==> config.mk <==
export PLATFORM = sky130hd
export DESIGN_NAME = instruction_fetch_unit
export DESIGN_NICKNAME = d
export VERILOG_FILES = /design/src/rtl/instruction_fetch_unit.sv
export SDC_FILE = /design/constraint.sdc
export NUM_CORES = 1
export LEC_CHECK = 0
export CAP_MARGIN = 20
export CORE_ASPECT_RATIO = 1.75
export CORE_MARGIN = 5
export CORE_UTILIZATION = 55
export DETAILED_ROUTE_END_ITERATION = 8
export HOLD_SLACK_MARGIN = 0.1
export PLACE_DENSITY = 0.86
export REMOVE_ABC_BUFFERS = 1
export SLEW_MARGIN = 0
export SYNTH_ARGS = -nofsm -noshare
export SYNTH_HDL_FRONTEND = slang
export SYNTH_SLANG_ARGS = --single-unit
==> constraint.sdc <==
create_clock -name clk -period 17.6 [get_ports clk]
set_clock_uncertainty 0.2 [all_clocks]
set_input_delay 5.28 -clock clk [delete_from_list [all_inputs] [get_ports clk]]
set_output_delay 5.28 -clock clk [all_outputs]
set_load 0.02 [all_outputs]
==> src/rtl/instruction_fetch_unit.sv <==
// Fetch stage and IF/ID pipeline register: owns the PC, runs the req/ready instruction port,
// and absorbs decode stalls (one-entry hold buffer) and branch flushes (drain of in-flight fetch).
module instruction_fetch_unit #(
  parameter logic [31:0] RESET_PC = 32'h0000_0000
) (
  input  logic        clk,
  input  logic        reset,
  output logic        IMemReq,
  output logic [31:0] IMemAddr,
  input  logic        IMemReady,
  input  logic [31:0] IMemData,
  input  logic        Stall,
  input  logic        BranchTaken,
  input  logic [31:0] BranchTarget,
  output logic        IFID_Valid,
  output logic [31:0] IFID_Instr,
  output logic [31:0] IFID_PCPlus4,
  output logic [5:0]  OpCode,
  output logic [5:0]  Funct
);

  typedef enum logic [1:0] {StStart, StFetch, StHold, StDrain} state_e;

  state_e      state;
  logic [31:0] pc;
  logic [31:0] redirPc;
  logic [31:0] holdBuf;
  logic [31:0] pcPlus4;
  logic [31:0] target;
  logic        unusedTgtBits;

  assign pcPlus4       = pc + 32'd4;
  assign target        = {BranchTarget[31:2], 2'b00};
  assign unusedTgtBits = ^BranchTarget[1:0];

  assign IMemAddr = pc;
  // Empty IF/ID presents an unused opcode so ControlUnit falls to its no-write default.
  assign OpCode   = IFID_Valid ? IFID_Instr[31:26] : 6'b111111;
  assign Funct    = IFID_Instr[5:0];

  always_ff @(posedge clk or posedge reset) begin
    if (reset) begin
      state        <= StStart;
      pc           <= RESET_PC;
      redirPc      <= RESET_PC;
      holdBuf      <= 32'h0;
      IMemReq      <= 1'b0;
      IFID_Valid   <= 1'b0;
      IFID_Instr   <= 32'h0;
      IFID_PCPlus4 <= 32'h0;
    end else begin
      case (state)
        StStart: begin
          if (BranchTaken) pc <= target;
          IMemReq <= 1'b1;
          state   <= StFetch;
        end
        StFetch: begin
          if (BranchTaken) begin
            IFID_Valid <= 1'b0;
            if (IMemReady) begin
              pc <= target;
            end else begin
              // Request must stay stable, so the redirect waits for the reply to drain.
              redirPc <= target;
              state   <= StDrain;
            end
          end else if (IMemReady) begin
            pc <= pcPlus4;
            if (Stall && IFID_Valid) begin
              holdBuf <= IMemData;
              IMemReq <= 1'b0;
              state   <= StHold;
            end else begin
              IFID_Instr   <= IMemData;
              IFID_PCPlus4 <= pcPlus4;
              IFID_Valid   <= 1'b1;
            end
          end else if (!Stall) begin
            IFID_Valid <= 1'b0;
          end
        end
        StHold: begin
          if (BranchTaken) begin
            pc         <= target;
            IFID_Valid <= 1'b0;
            IMemReq    <= 1'b1;
            state      <= StFetch;
          end else if (!Stall) begin
            // pc already advanced past the held word, so it is the held word's PC+4.
            IFID_Instr   <= holdBuf;
            IFID_PCPlus4 <= pc;
            IFID_Valid   <= 1'b1;
            IMemReq      <= 1'b1;
            state        <= StFetch;
          end
        end
        StDrain: begin
          if (BranchTaken) redirPc <= target;
          if (IMemReady) begin
            pc    <= BranchTaken ? target : redirPc;
            state <= StFetch;
          end
        end
        default: state <= StStart;
      endcase
    end
  end

endmodule
== Word level (Yosys, flattened, before mapping) ==
Index checks and enable logic that the tools add are counted.

* Add/sub/neg operators: 1
* Eq/ne operators: 19
* Mux-type cells: 43
* Bitwise logic cells: 1
* Reduce and logical (&&, ||, !) cells: 13

{| class="wikitable"
|+ Operators by type and width
! operator !! count
|-
| $mux 32 || 18
|-
| $pmux 32 s2 || 3
|-
| $pmux 32 s3 || 1
|-
| $add 32x3->32 const B || 1
|-
| $ne 2x2->1 const B || 9
|-
| $mux 2 || 7
|-
| $ne 3x3->1 const B || 4
|-
| $mux 1 || 10
|-
| $reduce_and 5->1 || 2
|-
| $ne 4x4->1 const B || 2
|-
| $pmux 2 s4 || 1
|-
| $reduce_and 4->1 || 2
|-
| $mux 6 || 1
|-
| $reduce_and 3->1 || 2
|-
| $reduce_and 6->1 || 1
|-
| $eq 2x2->1 const B || 2
|-
| $reduce_bool 2->1 || 2
|-
| $pmux 1 s3 || 1
|-
| $reduce_bool 3->1 || 1
|-
| $eq 2x1->1 const B || 1
|-
| $logic_not 2->1 || 1
|-
| $ne 2x1->1 const B || 1
|-
| $pmux 1 s2 || 1
|-
| $reduce_or 2->1 || 1
|-
| other kinds (2) || 2
|}

* Register bits: 164
* Bits of input ports: 69
* Output and inout port bits: 110
* Logic and storage cells: 85

== Logic depth before layout (Yosys ltp) ==
* Depth after elaboration: 5
* Mapped depth: 9
* Mapped depth without buffers: 7

== Worst setup path before layout ==
Ideal clock, no wire load.

* Path type: input-to-reg
* From: input BranchTaken
* To: register pc[17], in the netlist IMemAddr[17]
* Library setup time: 0.134 ns
* Arrival time: 6.589 ns
* Data required time: 17.266 ns
* Path slack: 10.676 ns
* Stages: 8
* Path buffers: 3
* Cells stage by stage: buf_2 inv_1 nand2_1 clkbuf_1 clkbuf_1 nor2_1 a222oi_1 o21ai_0

* Word-level cells in the longest chain between the ends: 3
* Elaborated cells on any way between the ends: 6
* Those cells by class: eq/ne (1); mux (4); reduce/logical (1)

{| class="wikitable"
|+ RTL lines
! what !! line !! source
|-
| start: declaration || 13 || <nowiki>input logic BranchTaken,</nowiki>
|-
| $mux 32 || n/a ||
|-
| $mux 32 || 100 || <nowiki>if (IMemReady) begin</nowiki>
|-
| $pmux 32 s3 || 52 || <nowiki>case (state)</nowiki>
|-
| end signal: assignment || 54 || <nowiki>if (BranchTaken) pc <= target;</nowiki>
|-
| end signal: assignment || 62 || <nowiki>pc <= target;</nowiki>
|-
| end signal: assignment || 101 || <nowiki>pc <= BranchTaken ? target : redirPc;</nowiki>
|-
| end: declaration || 25 || <nowiki>logic [31:0] pc;</nowiki>
|}

Several ways; a longest one is shown, not always the timed one. The select of a mux whose other input is x is not followed.
A chain may end at the register's enable or synchronous reset.

== Worst setup path after layout ==
* From: input BranchTaken
* To: register IFID_PCPlus4[11]

* Word-level cells in the longest chain between the ends: 2
* Elaborated cells on any way between the ends: 3
* Those cells by class: eq/ne (2); reduce/logical (1)

{| class="wikitable"
|+ RTL lines
! what !! line !! source
|-
| $ne 2x2->1 (no source line) || n/a ||
|-
| $reduce_and 6->1 (no source line) (*) || n/a ||
|-
| end signal: assignment || 76 || <nowiki>IFID_PCPlus4 <= pcPlus4;</nowiki>
|-
| end signal: assignment || 92 || <nowiki>IFID_PCPlus4 <= pc;</nowiki>
|-
| end: declaration || 17 || <nowiki>output logic [31:0] IFID_PCPlus4,</nowiki>
|}

Every way passes the cells marked *; elsewhere a longest branch is shown, timed or not.

==> results by group <==
Critical path
  • Worst Reg2Reg Path Length in Cells: 6
  • CP Buf/Inv Count: 3
  • Slowest-stage cell, CP: clkdlybuf4s50_1
  • Crit path DAT: 8340 ps
  • WP data required: 17650 ps
  • CP Capture Type: flip-flop
  • Critical-path maximum fanout: 93
  • Crit start category: input pin
  • Critical path depth: 5
  • Max incr delay on CP: 910 ps
  • Crit-path leading delay family: buffers and inverters
  • Crit-path cells: clkdlybuf4s50_1 -> inv_1 -> a41oi_4 -> buf_4 -> o21ai_0
  • Crit Path Class: input pin to flip-flop

Clocking
  • Num CTS Buffers: 17
  • Clock slew at reported path FFs: about 70 ps
  • CTS tree: built
  • Setup Fix Bufs, Post-CTS: 0
  • Latest clock arrival within the worst-skew pair: 420 ps
  • CTS resizes: 0
  • Clock sink count: approximately 160
  • Clock tree buffer depth: 2
  • Clk root buf: clkbuf_16
  • CTS H-tree depth: 4
  • Hold-fix buffers at CTS: 0

Drt
  • Antenna viol nets, final: 0
  • Initial DRC Count: 368
  • DR top layer: met4
  • DRC: 0
  • Drt total wl: 21.27 mm
  • Avg WL per Cell: 18.97 um
  • WL met1: 7.913 mm
  • Vias/cell: 5.888
  • DR WL met2: 11.46 mm
  • Total iterations of the first detailed-routing run: 7
  • DR WL met3: 1.449 mm
  • Via Count: roughly 6600

STA
  • Max_slew headroom: 33.03%
  • Slew Limit Fails: 0
  • Finish-stage setup viols: 0
  • Slew at the pin closest to its max-slew limit: around 1000 ps
  • Hold Violations, Final: 0
  • Final Cycle Share: 47.06%
  • Final min period: between 8000 and 9000 ps
  • Setup tns final: 0 ps
  • RSZ-0062 raised after global routing: no
  • F_max: about 0.12 GHz

Pwr
  • NetSw: roughly 0.00071 W
  • Sequential power share: 37.8%
  • Int Power: 0.001095 W
  • Switching Share: 39.21%
  • Max IR drop VDD: 0.0001062 V
  • Clock share of power: 20.7%
  • Combinational Power Share: 41.6%
  • Pwr Density: 170.9 nW/um^2
  • Leak: 4.256 nW

Die
  • Die ar.: 17420 sq um
  • Die width: 101.9 um
  • Row Count: 58
  • Chip Height: 170.9 um
  • Placeable core area: ~14000 sq um
  • Starting density of the core: 56.34%
  • I/O Pins: 179

Cells and area
  • Final core occ: 72.99%
  • Fin area: 10540 sq um
  • Area of the multi-input gates: 3731 sq um
  • Layout cells sized above 1: 13.30%
  • Layout overhead on the synthesized area: 29.54%
  • Nets: roughly 1000
  • FF/Latch Area: around 4000 sq um
  • Finished Layout Cells: 1121
  • Number of fill cells in the layout: 1025

Synthesis
  • Mapped Area: 8137 sq um
  • Top_reg_cell synth: dfrtp_1
  • Ys async rst share: 100.0%
  • Yosys warnings: 0
  • Post-synth EDFFs: 0
  • Sequential share of the synthesized area: between 50 and 60%
  • Synth Instances: 790
  • Yosys cell types: 61
  • Avg Inst Size Synth: 10.30 sq um
  • #FFs+latches synth: 164

Global route
  • Largest net degree at the start of global routing: 94
  • Vias in the first global route: just under 7000
  • First-pass GRT wire length: 34.69 mm
  • Grt ovf: 0
  • Initial antenna violation count: 1
  • All-Layer GR Usage: 25.25%

Placed design
  • Placed instance area: slightly below 10000 sq um
  • GPL Wtd Cong: 0.8193
  • Placed cells: between 1000 and 1500
  • IO Port Bufs: 176
  • Post-DP HPWL: 14.29 mm

Worst hold path
  • Worst hold path type: flip-flop to flip-flop
  • Hold Path Cell Cnt: 2

Outcome
  • Status: completed

Run
  • Maxcap violations: 0
## placed cells by master (no fill, tap or decap), types with 13 or more instances in the layout
cell type | synthesis | final
clkbuf_16 | 0 | 17
clkdlybuf4s50_1 | 0 | 176
dfrtp_1 | 164 | 164
mux2_2 | 65 | 65
mux2i_1 | 33 | 33
nand2_1 | 98 | 98
nand3_1 | 16 | 16
nor2_1 | 33 | 32
nor3_1 | 13 | 13
o21ai_0 | 110 | 110
xnor2_1 | 14 | 14
xor2_1 | 14 | 14
## power groups by stage
| stage | Combinational (W) | Clock (W) | Sequential, W |
|---|---|---|---|
| final | 0.000749 | 0.000372 | 0.000680 |
| after global routing | 0.000812 | 0.000393 | 0.000704 |
| after CTS | 0.000755 | 0.000377 | 0.000679 |
| after detailed placement | 0.000753 | 0 | 0.000684 |
| after global placement | 0.000733 | 0 | 0.000674 |
| after floorplan | 0.000316 | 0 | 0.000772 |
## state kept, by name (all words and copies together) (netlist names)
register / flops
IFID_Instr: 32
IFID_PCPlus4: 32
IFID_Valid: 1
IMemAddr: 32
IMemReq: 1
holdBuf: 32
redirPc: 32
state: 2
## through the flow
stage	total power [W]	hold WS, ps	setup slack (ps)
after floorplan	0.001088	260.1	7009
after global placement	0.001406	260.2	8961
after detailed placement	0.001436	269.4	8887
after CTS	0.001811	285.0	9302
after global routing	0.001909	301.2	9045
final	0.001801	277.0	9317
## tightest hold or removal path: stages, from the launching register on
cell and delay [ps]:
dfrtp_1 340, nand2_1 40, o21ai_0 60
## worst paths after layout
check | startpoint | endpoint | slack [ps]
setup / recovery | BranchTaken | IFID_PCPlus4[11] | 9320
hold / removal | IFID_PCPlus4[22] | IFID_PCPlus4[22] | 280
setup reg to reg | state[1] | IFID_PCPlus4[11] | 13870
hold reg to reg | IFID_PCPlus4[22] | IFID_PCPlus4[22] | 280
max in group asynchronous | reset | redirPc[19] | 10550
min in group asynchronous | reset | holdBuf[6] | 5210
## metal layers
layer / GRT usage, % / vias to the layer above
met4: 8.452 / 0
met2: 45.38 / 259
met5: 0 / -
met1: 29.12 / 3196
li1: - / 3107
met3: 6.079 / 39
## layout make-up
| type | instances | area share (%) |
|---|---|---|
| Antenna cell | 1 | 0.02374 |
| Clock buffer | 18 | 4.072 |
| Clock inverter | 14 | 1.531 |
| Inverter | 12 | 0.4748 |
| Multi-Input combinational cell | 546 | 35.40 |
| Sequential cell | 164 | 38.94 |
| Tap cell | 180 | 2.137 |
| Timing Repair Buffer | 186 | 17.43 |
## Yosys cell counts, types with 8 or more instances
cell type	number	share of area, %
clkbuf_1	34	1.6
nand2_1	98	4.5
mux2i_1	33	4.1
a22o_1	8	0.86
nor2_1	33	1.5
dfrtp_1	164	50
xor2_1	14	1.5
o21ai_0	110	6.8
nand3_1	16	0.98
a31oi_1	12	0.92
mux2_2	65	9.0
inv_1	12	0.55
xnor2_1	14	1.5
buf_2	23	1.4
a22oi_1	8	0.74
a21oi_1	12	0.74
a221oi_1	10	1.1
nor3_1	13	0.80
nand4_1	10	0.77
## cells by family (layout without fill, tap and decap cells)
group | count (synthesis) | after routing | synth area share (%)
AOI/OAI and AO/OA | 197 | 197 | 14.89
xor gates and xnor gates | 28 | 28 | 3.014
adders and majority gates | 5 | 5 | 0.7689
buffers and inverters | 80 | 230 | 4.398
DFF | 164 | 164 | 50.44
muxes | 98 | 98 | 13.06
other | 0 | 1 | 0
and+or+nand+nor | 218 | 218 | 13.44
(Power assumes the default switching activity.)
